<file path="src/rtl/kbd_pkg.sv">
// Shared scan-code / ASCII constants and the US-layout make-code translator
// used by the PS/2 keyboard front end.
package kbd_pkg;

   localparam logic [7:0] SC_EXT    = 8'hE0;
   localparam logic [7:0] SC_BRK    = 8'hF0;
   localparam logic [7:0] SC_LSHIFT = 8'h12;
   localparam logic [7:0] SC_RSHIFT = 8'h59;
   localparam logic [7:0] SC_CTRL   = 8'h14;
   localparam logic [7:0] SC_CAPS   = 8'h58;
   localparam logic [7:0] SC_UP     = 8'h75;
   localparam logic [7:0] SC_DOWN   = 8'h72;
   localparam logic [7:0] SC_RIGHT  = 8'h74;
   localparam logic [7:0] SC_LEFT   = 8'h6B;
   localparam logic [7:0] SC_ENTER  = 8'h5A;
   localparam logic [7:0] SC_BKSP   = 8'h66;
   localparam logic [7:0] SC_TAB    = 8'h0D;
   localparam logic [7:0] SC_ESC    = 8'h76;
   localparam logic [7:0] SC_SPACE  = 8'h29;

   localparam logic [7:0] ASC_ESC = 8'h1B;
   localparam logic [7:0] ASC_CR  = 8'h0D;
   localparam logic [7:0] ASC_BS  = 8'h08;
   localparam logic [7:0] ASC_TAB = 8'h09;

   typedef enum logic {RX_IDLE, RX_BITS} rx_state_e;

   typedef struct packed {
      logic       hit;
      logic [7:0] ch;
   } xlat_t;

   typedef struct packed {
      logic       vld;
      logic       esc;
      logic [7:0] ch;
   } seq_req_t;

   function automatic xlat_t scan_to_ascii(input logic [7:0] code, input logic shift,
                                           input logic caps, input logic ctrl);
      xlat_t      r;
      logic [7:0] lc, un, sh;
      r  = '0;
      lc = 8'h00;
      un = 8'h00;
      sh = 8'h00;
      case (code)
         8'h1C: lc = "a";  8'h32: lc = "b";  8'h21: lc = "c";  8'h23: lc = "d";
         8'h24: lc = "e";  8'h2B: lc = "f";  8'h34: lc = "g";  8'h33: lc = "h";
         8'h43: lc = "i";  8'h3B: lc = "j";  8'h42: lc = "k";  8'h4B: lc = "l";
         8'h3A: lc = "m";  8'h31: lc = "n";  8'h44: lc = "o";  8'h4D: lc = "p";
         8'h15: lc = "q";  8'h2D: lc = "r";  8'h1B: lc = "s";  8'h2C: lc = "t";
         8'h3C: lc = "u";  8'h2A: lc = "v";  8'h1D: lc = "w";  8'h22: lc = "x";
         8'h35: lc = "y";  8'h1A: lc = "z";
         default: lc = 8'h00;
      endcase
      case (code)
         8'h16: begin un = "1"; sh = "!"; end
         8'h1E: begin un = "2"; sh = "@"; end
         8'h26: begin un = "3"; sh = "#"; end
         8'h25: begin un = "4"; sh = "$"; end
         8'h2E: begin un = "5"; sh = "%"; end
         8'h36: begin un = "6"; sh = "^"; end
         8'h3D: begin un = "7"; sh = "&"; end
         8'h3E: begin un = "8"; sh = "*"; end
         8'h46: begin un = "9"; sh = "("; end
         8'h45: begin un = "0"; sh = ")"; end
         8'h0E: begin un = 8'h60; sh = "~"; end
         8'h4E: begin un = "-"; sh = "_"; end
         8'h55: begin un = "="; sh = "+"; end
         8'h54: begin un = "["; sh = "{"; end
         8'h5B: begin un = "]"; sh = "}"; end
         8'h5D: begin un = 8'h5C; sh = "|"; end
         8'h4C: begin un = ";"; sh = ":"; end
         8'h52: begin un = 8'h27; sh = 8'h22; end
         8'h41: begin un = ","; sh = "<"; end
         8'h49: begin un = "."; sh = ">"; end
         8'h4A: begin un = "/"; sh = "?"; end
         SC_SPACE: begin un = 8'h20;   sh = 8'h20;   end
         SC_ENTER: begin un = ASC_CR;  sh = ASC_CR;  end
         SC_BKSP:  begin un = ASC_BS;  sh = ASC_BS;  end
         SC_TAB:   begin un = ASC_TAB; sh = ASC_TAB; end
         SC_ESC:   begin un = ASC_ESC; sh = ASC_ESC; end
         default:  begin un = 8'h00;   sh = 8'h00;   end
      endcase
      if (lc != 8'h00) begin
         r.hit = 1'b1;
         if (ctrl) r.ch = (lc - 8'h20) & 8'h1F;
         else      r.ch = (shift ^ caps) ? (lc - 8'h20) : lc;
      end else if (un != 8'h00) begin
         r.hit = 1'b1;
         r.ch  = shift ? sh : un;
      end
      return r;
   endfunction

   // Arrow keys become ESC + this letter (VT52 cursor keys).
   function automatic xlat_t ext_to_vt52(input logic [7:0] code);
      xlat_t r;
      r = '0;
      case (code)
         SC_UP:    r = '{hit: 1'b1, ch: "A"};
         SC_DOWN:  r = '{hit: 1'b1, ch: "B"};
         SC_RIGHT: r = '{hit: 1'b1, ch: "C"};
         SC_LEFT:  r = '{hit: 1'b1, ch: "D"};
         default:  r = '0;
      endcase
      return r;
   endfunction

endpackage

</file>
<file path="src/rtl/ps2_rx.sv">
// PS/2 frame receiver: synchronises the raw lines, shifts 11 bits LSB first on
// each falling ps2_clk edge, checks start/parity/stop and aborts stalled frames.
module ps2_rx
   import kbd_pkg::*;
#(
   parameter int TIMEOUT_CYCLES = 50000,
   parameter int SYNC_STAGES    = 2
) (
   input  logic       clk,
   input  logic       clr,
   input  logic       ps2_clk_i,
   input  logic       ps2_data_i,
   output logic       byte_stb_o,
   output logic [7:0] byte_o,
   output logic       err_stb_o
);

   localparam int TW = $clog2(TIMEOUT_CYCLES + 1);
   localparam logic [TW-1:0] TMO_LAST = TW'(TIMEOUT_CYCLES - 1);

   logic [SYNC_STAGES-1:0] sclk_q, sdat_q;
   logic                   prev_q;
   rx_state_e              state_q;
   logic [3:0]             cnt_q;
   logic [9:0]             sh_q;
   logic [TW-1:0]          tmo_q;
   logic                   stb_q, err_q;
   logic [7:0]             byte_q;

   logic        clk_s, dat_s, fall, frame_ok;
   logic [10:0] frame_d;

   assign clk_s    = sclk_q[SYNC_STAGES-1];
   assign dat_s    = sdat_q[SYNC_STAGES-1];
   assign fall     = prev_q & ~clk_s;
   assign frame_d  = {dat_s, sh_q};
   assign frame_ok = ~frame_d[0] & (^frame_d[9:1]) & frame_d[10];

   // Sync flops reset to the idle-high line level so clr never fakes an edge.
   always_ff @(posedge clk) begin
      if (clr) begin
         sclk_q  <= '1;
         sdat_q  <= '1;
         prev_q  <= 1'b1;
         state_q <= RX_IDLE;
         cnt_q   <= 4'd0;
         sh_q    <= '0;
         tmo_q   <= '0;
         stb_q   <= 1'b0;
         err_q   <= 1'b0;
         byte_q  <= 8'h00;
      end else begin
         sclk_q <= {sclk_q[SYNC_STAGES-2:0], ps2_clk_i};
         sdat_q <= {sdat_q[SYNC_STAGES-2:0], ps2_data_i};
         prev_q <= clk_s;
         stb_q  <= 1'b0;
         err_q  <= 1'b0;
         case (state_q)
            RX_IDLE: begin
               if (fall) begin
                  sh_q    <= frame_d[10:1];
                  cnt_q   <= 4'd1;
                  tmo_q   <= '0;
                  state_q <= RX_BITS;
               end
            end
            RX_BITS: begin
               if (fall) begin
                  sh_q  <= frame_d[10:1];
                  tmo_q <= '0;
                  if (cnt_q == 4'd10) begin
                     state_q <= RX_IDLE;
                     cnt_q   <= 4'd0;
                     if (frame_ok) begin
                        stb_q  <= 1'b1;
                        byte_q <= frame_d[8:1];
                     end else begin
                        err_q <= 1'b1;
                     end
                  end else begin
                     cnt_q <= cnt_q + 4'd1;
                  end
               end else if (tmo_q == TMO_LAST) begin
                  state_q <= RX_IDLE;
                  cnt_q   <= 4'd0;
                  err_q   <= 1'b1;
               end else begin
                  tmo_q <= tmo_q + 1'b1;
               end
            end
            default: state_q <= RX_IDLE;
         endcase
      end
   end

   assign byte_stb_o = stb_q;
   assign byte_o     = byte_q;
   assign err_stb_o  = err_q;

endmodule

</file>
<file path="src/rtl/kbd_ps2_fifo.sv">
// PS/2 keyboard front end: prefix/modifier tracking, ASCII / VT52 translation
// and an output FIFO on a valid/ready port.
module kbd_ps2_fifo
   import kbd_pkg::*;
#(
   parameter int FIFO_DEPTH     = 8,
   parameter int TIMEOUT_CYCLES = 50000,
   parameter int SYNC_STAGES    = 2
) (
   input  logic       clk,
   input  logic       clr,
   input  logic       ps2_clk,
   input  logic       ps2_data,
   output logic [7:0] data,
   output logic       valid,
   input  logic       ready,
   output logic       frame_err,
   output logic       overflow
);

   localparam int AW = $clog2(FIFO_DEPTH);
   localparam int CW = AW + 2;

   logic       rx_stb, rx_err;
   logic [7:0] rx_byte;

   ps2_rx #(
      .TIMEOUT_CYCLES(TIMEOUT_CYCLES),
      .SYNC_STAGES   (SYNC_STAGES)
   ) u_rx (
      .clk       (clk),
      .clr       (clr),
      .ps2_clk_i (ps2_clk),
      .ps2_data_i(ps2_data),
      .byte_stb_o(rx_stb),
      .byte_o    (rx_byte),
      .err_stb_o (rx_err)
   );

   // Stage 1: prefixes and modifiers; non-modifier makes become events.
   logic       ext_q, brk_q;
   logic       lshift_q, rshift_q, lctrl_q, rctrl_q, caps_on_q, caps_held_q;
   logic       ev_vld_q, ev_ext_q, ev_shift_q, ev_caps_q, ev_ctrl_q;
   logic [7:0] ev_code_q;

   always_ff @(posedge clk) begin
      if (clr) begin
         ext_q       <= 1'b0;
         brk_q       <= 1'b0;
         lshift_q    <= 1'b0;
         rshift_q    <= 1'b0;
         lctrl_q     <= 1'b0;
         rctrl_q     <= 1'b0;
         caps_on_q   <= 1'b0;
         caps_held_q <= 1'b0;
         ev_vld_q    <= 1'b0;
         ev_ext_q    <= 1'b0;
         ev_shift_q  <= 1'b0;
         ev_caps_q   <= 1'b0;
         ev_ctrl_q   <= 1'b0;
         ev_code_q   <= 8'h00;
      end else begin
         ev_vld_q <= 1'b0;
         if (rx_err) begin
            ext_q <= 1'b0;
            brk_q <= 1'b0;
         end else if (rx_stb) begin
            if (rx_byte == SC_EXT) begin
               ext_q <= 1'b1;
            end else if (rx_byte == SC_BRK) begin
               brk_q <= 1'b1;
            end else begin
               ext_q <= 1'b0;
               brk_q <= 1'b0;
               if (!ext_q && rx_byte == SC_LSHIFT) begin
                  lshift_q <= ~brk_q;
               end else if (!ext_q && rx_byte == SC_RSHIFT) begin
                  rshift_q <= ~brk_q;
               end else if (rx_byte == SC_CTRL) begin
                  if (ext_q) rctrl_q <= ~brk_q;
                  else       lctrl_q <= ~brk_q;
               end else if (!ext_q && rx_byte == SC_CAPS) begin
                  // caps_held suppresses re-toggling on typematic repeats
                  if (brk_q) begin
                     caps_held_q <= 1'b0;
                  end else begin
                     if (!caps_held_q) caps_on_q <= ~caps_on_q;
                     caps_held_q <= 1'b1;
                  end
               end else if (!brk_q) begin
                  ev_vld_q   <= 1'b1;
                  ev_code_q  <= rx_byte;
                  ev_ext_q   <= ext_q;
                  ev_shift_q <= lshift_q | rshift_q;
                  ev_caps_q  <= caps_on_q;
                  ev_ctrl_q  <= lctrl_q | rctrl_q;
               end
            end
         end
      end
   end

   // Stage 2: translate the event into a one- or two-byte request.
   xlat_t    xl, xa;
   seq_req_t req_d, req_q;

   always_comb begin
      xl    = scan_to_ascii(ev_code_q, ev_shift_q, ev_caps_q, ev_ctrl_q);
      xa    = ext_to_vt52(ev_code_q);
      req_d = '0;
      if (ev_vld_q) begin
         req_d.vld = ev_ext_q ? xa.hit : xl.hit;
         req_d.esc = ev_ext_q;
         req_d.ch  = ev_ext_q ? xa.ch : xl.ch;
      end
   end

   always_ff @(posedge clk) begin
      if (clr) req_q <= '0;
      else     req_q <= req_d;
   end

   // Stage 3: admit whole sequences only. Requests are at least one PS/2 frame
   // apart, so a pending second escape byte never collides with a new request.
   logic [7:0]    mem_q [FIFO_DEPTH];
   logic [AW:0]   wp_q, rp_q, count;
   logic [CW-1:0] free;
   logic          esc_pend_q, overflow_q;
   logic [7:0]    esc_ch_q, push_byte;
   logic          pop, accept, push;

   assign count     = wp_q - rp_q;
   assign valid     = (count != '0);
   assign pop       = valid & ready;
   assign free      = CW'(FIFO_DEPTH) - CW'(count) + CW'(pop);
   assign accept    = req_q.vld && (free >= (req_q.esc ? CW'(2) : CW'(1)));
   assign push      = esc_pend_q | accept;
   assign push_byte = esc_pend_q ? esc_ch_q : (req_q.esc ? ASC_ESC : req_q.ch);

   always_ff @(posedge clk) begin
      if (clr) begin
         wp_q       <= '0;
         rp_q       <= '0;
         esc_pend_q <= 1'b0;
         esc_ch_q   <= 8'h00;
         overflow_q <= 1'b0;
      end else begin
         if (push) wp_q <= wp_q + 1'b1;
         if (pop)  rp_q <= rp_q + 1'b1;
         esc_pend_q <= accept & req_q.esc;
         esc_ch_q   <= req_q.ch;
         overflow_q <= req_q.vld & ~accept;
      end
   end

   always_ff @(posedge clk) begin
      if (push) mem_q[wp_q[AW-1:0]] <= push_byte;
   end

   assign data      = valid ? mem_q[rp_q[AW-1:0]] : 8'h00;
   assign frame_err = rx_err;
   assign overflow  = overflow_q;

endmodule
</file>
<file path="config.mk">
export PLATFORM = sky130hd
export DESIGN_NAME = kbd_ps2_fifo
export DESIGN_NICKNAME = d
export VERILOG_FILES = /design/src/rtl/kbd_pkg.sv /design/src/rtl/ps2_rx.sv /design/src/rtl/kbd_ps2_fifo.sv
export SDC_FILE = /design/constraint.sdc
export NUM_CORES = 1
export LEC_CHECK = 0
export ABC_CLOCK_PERIOD_IN_PS = 10840
export CAP_MARGIN = 5
export CORE_ASPECT_RATIO = 0.5
export CORE_MARGIN = 3
export CORE_UTILIZATION = 40
export DETAILED_ROUTE_END_ITERATION = 6
export GPL_TIMING_DRIVEN = 1
export MAX_ROUTING_LAYER = met4
export REMOVE_ABC_BUFFERS = 1
export SLEW_MARGIN = 20
export SYNTH_ARGS = -nofsm -noshare
export SYNTH_HDL_FRONTEND = slang
export SYNTH_SLANG_ARGS = --single-unit
</file>
<file path="constraint.sdc">
create_clock -name clk -period 10.84 [get_ports clk]
set_clock_uncertainty 0.15 [all_clocks]
set_input_delay 1.084 -clock clk [delete_from_list [all_inputs] [get_ports clk]]
set_output_delay 1.084 -clock clk [all_outputs]
set_load 0.02 [all_outputs]
</file>
==> results.cfg <==
[run_status]
run_status = finished, final reports clean

[hold_path]
holdCritStartpoint = u_rx.sdat_q[0]
holdPathEnd = u_rx.sdat_q[1]
min_path_cells = 1
hp-class = flip-flop to flip-flop

[power_and_ir_drop]
p_leak_nw = 3.52
switching_power_mw = 0.395
switching_share_pct = 25.8
p_comb_share_pct = 12.5
p_int_mw = 1.14
ir_drop_v = 0.000110
seqPwrFrac_pct = 47.8
pwr-share-clk_pct = 39.7
power_density_nw_per_um2 = 154

[grt]
grt_pass1_vias = 6554
grt_pass1_wl_um = 35600
grt_use_total_pct = 18.8
grt_overflow_total = 0
grt_max_degree = 49
antenna_found_initial = 0

[yosys]
synth_area_per_cell_um2 = 9.72
ys_warn_count = 0
synth_seq_cells = 182
synth-seq-area-share_pct = 47.6
synth-async-reset-ratio_pct = 0
synth_flop_cell = dfxtp_1
yosysMostFrequentCell = dfxtp_1
synth_cells = 925
yosysTopAreaCell = dfxtp_1
synth_edf_count = 64
ys_top_cells_by_count = dfxtp_1, nor2_1, nand2_1
synth_top_cell_area_share_pct = 26.3
netlist_area_um2 = 8990
netlist_top_cells_area = dfxtp_1, edfxtp_1, nor2_1
ys_types = 85

[die]
die_h_um = 112
initial_core_util_pct = 41.1
io_pins = 16
core_um2 = 21900
fp-row-count = 38
die_area_um2 = 24400
die_x_um = 218

[job]
maxCapViolCount = 0

[route]
routed-wl-met2_um = 10100
viasPerCell = 5.58
drtIter0Drc = 756
first_pass_iters = 5
top_layer = met4
wl_met1_um = 10300
num_vias = 6881
ant_nets = 0
drc = 0
route.met3.wl_um = 1020
wirelength_um = 21600
wire_per_inst_um = 17.5

[sta]
rsz0062_at_grt = no
fin_crit_sh_pct = 49.5
worst_slew_pin_slew_ns = 0.982
max_slew_margin_pct = 34.4
slew_viol_final = 0
hold_violations = 0
setup_tns_ns = 0
final-setup-viol-count = 0
clock.fmax_mhz = 186
fin_crit_ns = 5.37
hold_slack_ns = 0.260

[placement]
hpwl_um = 15400
placed_cells = 1202
place.gp.congestion = 0.938
io_buffer_count = 15

[setup_path]
r2r-end = mem_q[5][7]
rrSetupSlack_ns = 5.47
rr_worst_depth = 19
crit_fanout = 9
cp.arrival_ns = 5.27
cp-end-kind = flip-flop
worstPathRequired_ns = 10.75
r2r-start = wp_q[1]
path_class = flip-flop to flip-flop
start_kind = flip-flop

[clocking]
clock_latency_ns = 0.42
cts-htree-levels = 4
ctsHoldBuffers = 0
cts_tree = built
cts_buffers = 17
post_cts_resize_count = 0
clockBufferDepth = 2
clock-root-buffer = clkbuf_16
cts_num_sinks = 182
postCtsSetupRepairBufs = 0
clk_pin_slew_ns = 0.07

[finish]
antenna_cells = 0
fin_util_pct = 45.6
instances_no_fill = 1234
drive_gt1_share_pct = 10.8
nets = 944
areaGrowthSynthToFinish_pct = 10.9
## cell families after synthesis
| logic type | synth area share [%] |
|---|---|
| and+or+nand+nor | 20.8 |
| AOI/OAI and AO/OA | 13.7 |
| DFF | 47.6 |
| buffers and inverters | 3.62 |
| muxes | 8.57 |
| xor gates and xnor gates | 3.12 |
| adders and majority gates | 2.59 |
## metal layers
layer / GRT usage (%) / vias to the layer above
li1: - / 3343
met1: 25.4 / 3295
met2: 29.4 / 218
met3: 3.62 / 25
met4: 4.56 / 0
met5: - / -
## how the worst max path moves through the flow
stage                  from          end  cells past startpoint
floorplan           wp_q[1]  mem_q[1][0]                     18
global placement    wp_q[1]  mem_q[0][5]                     19
detailed placement  wp_q[1]  mem_q[0][5]                     19
CTS                 wp_q[1]  mem_q[0][1]                     19
global route        wp_q[1]  mem_q[4][0]                     19
finish              wp_q[1]  mem_q[5][7]                     19
## power groups by stage
stage	logic, mW	clock network [mW]	registers [mW]
final	0.192	0.609	0.733
after global placement	0.189	0	0.747
after global routing	0.216	0.655	0.737
after CTS	0.194	0.624	0.734
after detailed placement	0.193	0	0.750
after floorplan	0.134	0	0.743
## cell usage in the layout, fill, tap and decap left out, types with 6 or more instances in the layout
cell and n:
a21oi_1 62, inv_1 27, edfxtp_1 64, o211ai_1 6, mux2i_1 28, clkdlybuf4s50_1 14, nand2_1 92, nand3_1 32
mux2_2 9, or3_1 8, nor2b_1 26, nand2b_1 13, ha_1 17, nor3_1 30, and3_1 9, mux4_2 16
dfxtp_1 117, nor4_1 8, clkbuf_16 18, xor2_1 13, a211oi_1 11, o22ai_1 8, nor2_1 100, buf_4 8
nand4_1 6, xnor2_1 19, nor3b_1 8, o21ai_0 41
## area by class of cell
type | instances | area (um2)
Fill cell | 2075 | 11900
Multi-Input combinational cell | 664 | 4390
Sequential cell | 182 | 4290
Clock buffer | 19 | 454
Tap cell | 300 | 375
Timing Repair Buffer | 23 | 205
Clock inverter | 13 | 135
Inverter | 33 | 126
## critical path, stage by stage, from the launching register on
cell and delay (ns):
dfxtp_1 0.54, ha_1 0.30, nor2b_1 0.13, o21a_1 0.17, o21ai_0 0.31, nand2_1 0.17
nor4bb_1 0.30, buf_4 0.22, inv_1 0.09, nand2_1 0.15, inv_1 0.06, a21oi_1 0.16
ha_1 0.13, nand2b_1 0.09, a21oi_1 0.10, and4b_1 0.19, and3_1 0.18, o31ai_1 0.63
nand2_1 0.34, nor2_1 0.61
## stage by stage
step                      setup slack, ns  instance area [um2]  total power, mW
final                                5.47                 9970             1.53
after CTS                            5.23                 9960             1.55
after global routing                 4.98                 9970             1.61
after global placement               5.42                 9370            0.937
after floorplan                      5.34                 8790            0.877
after detailed placement             5.23                 9370            0.943
Note: power is estimated with default switching activity, not from simulation.
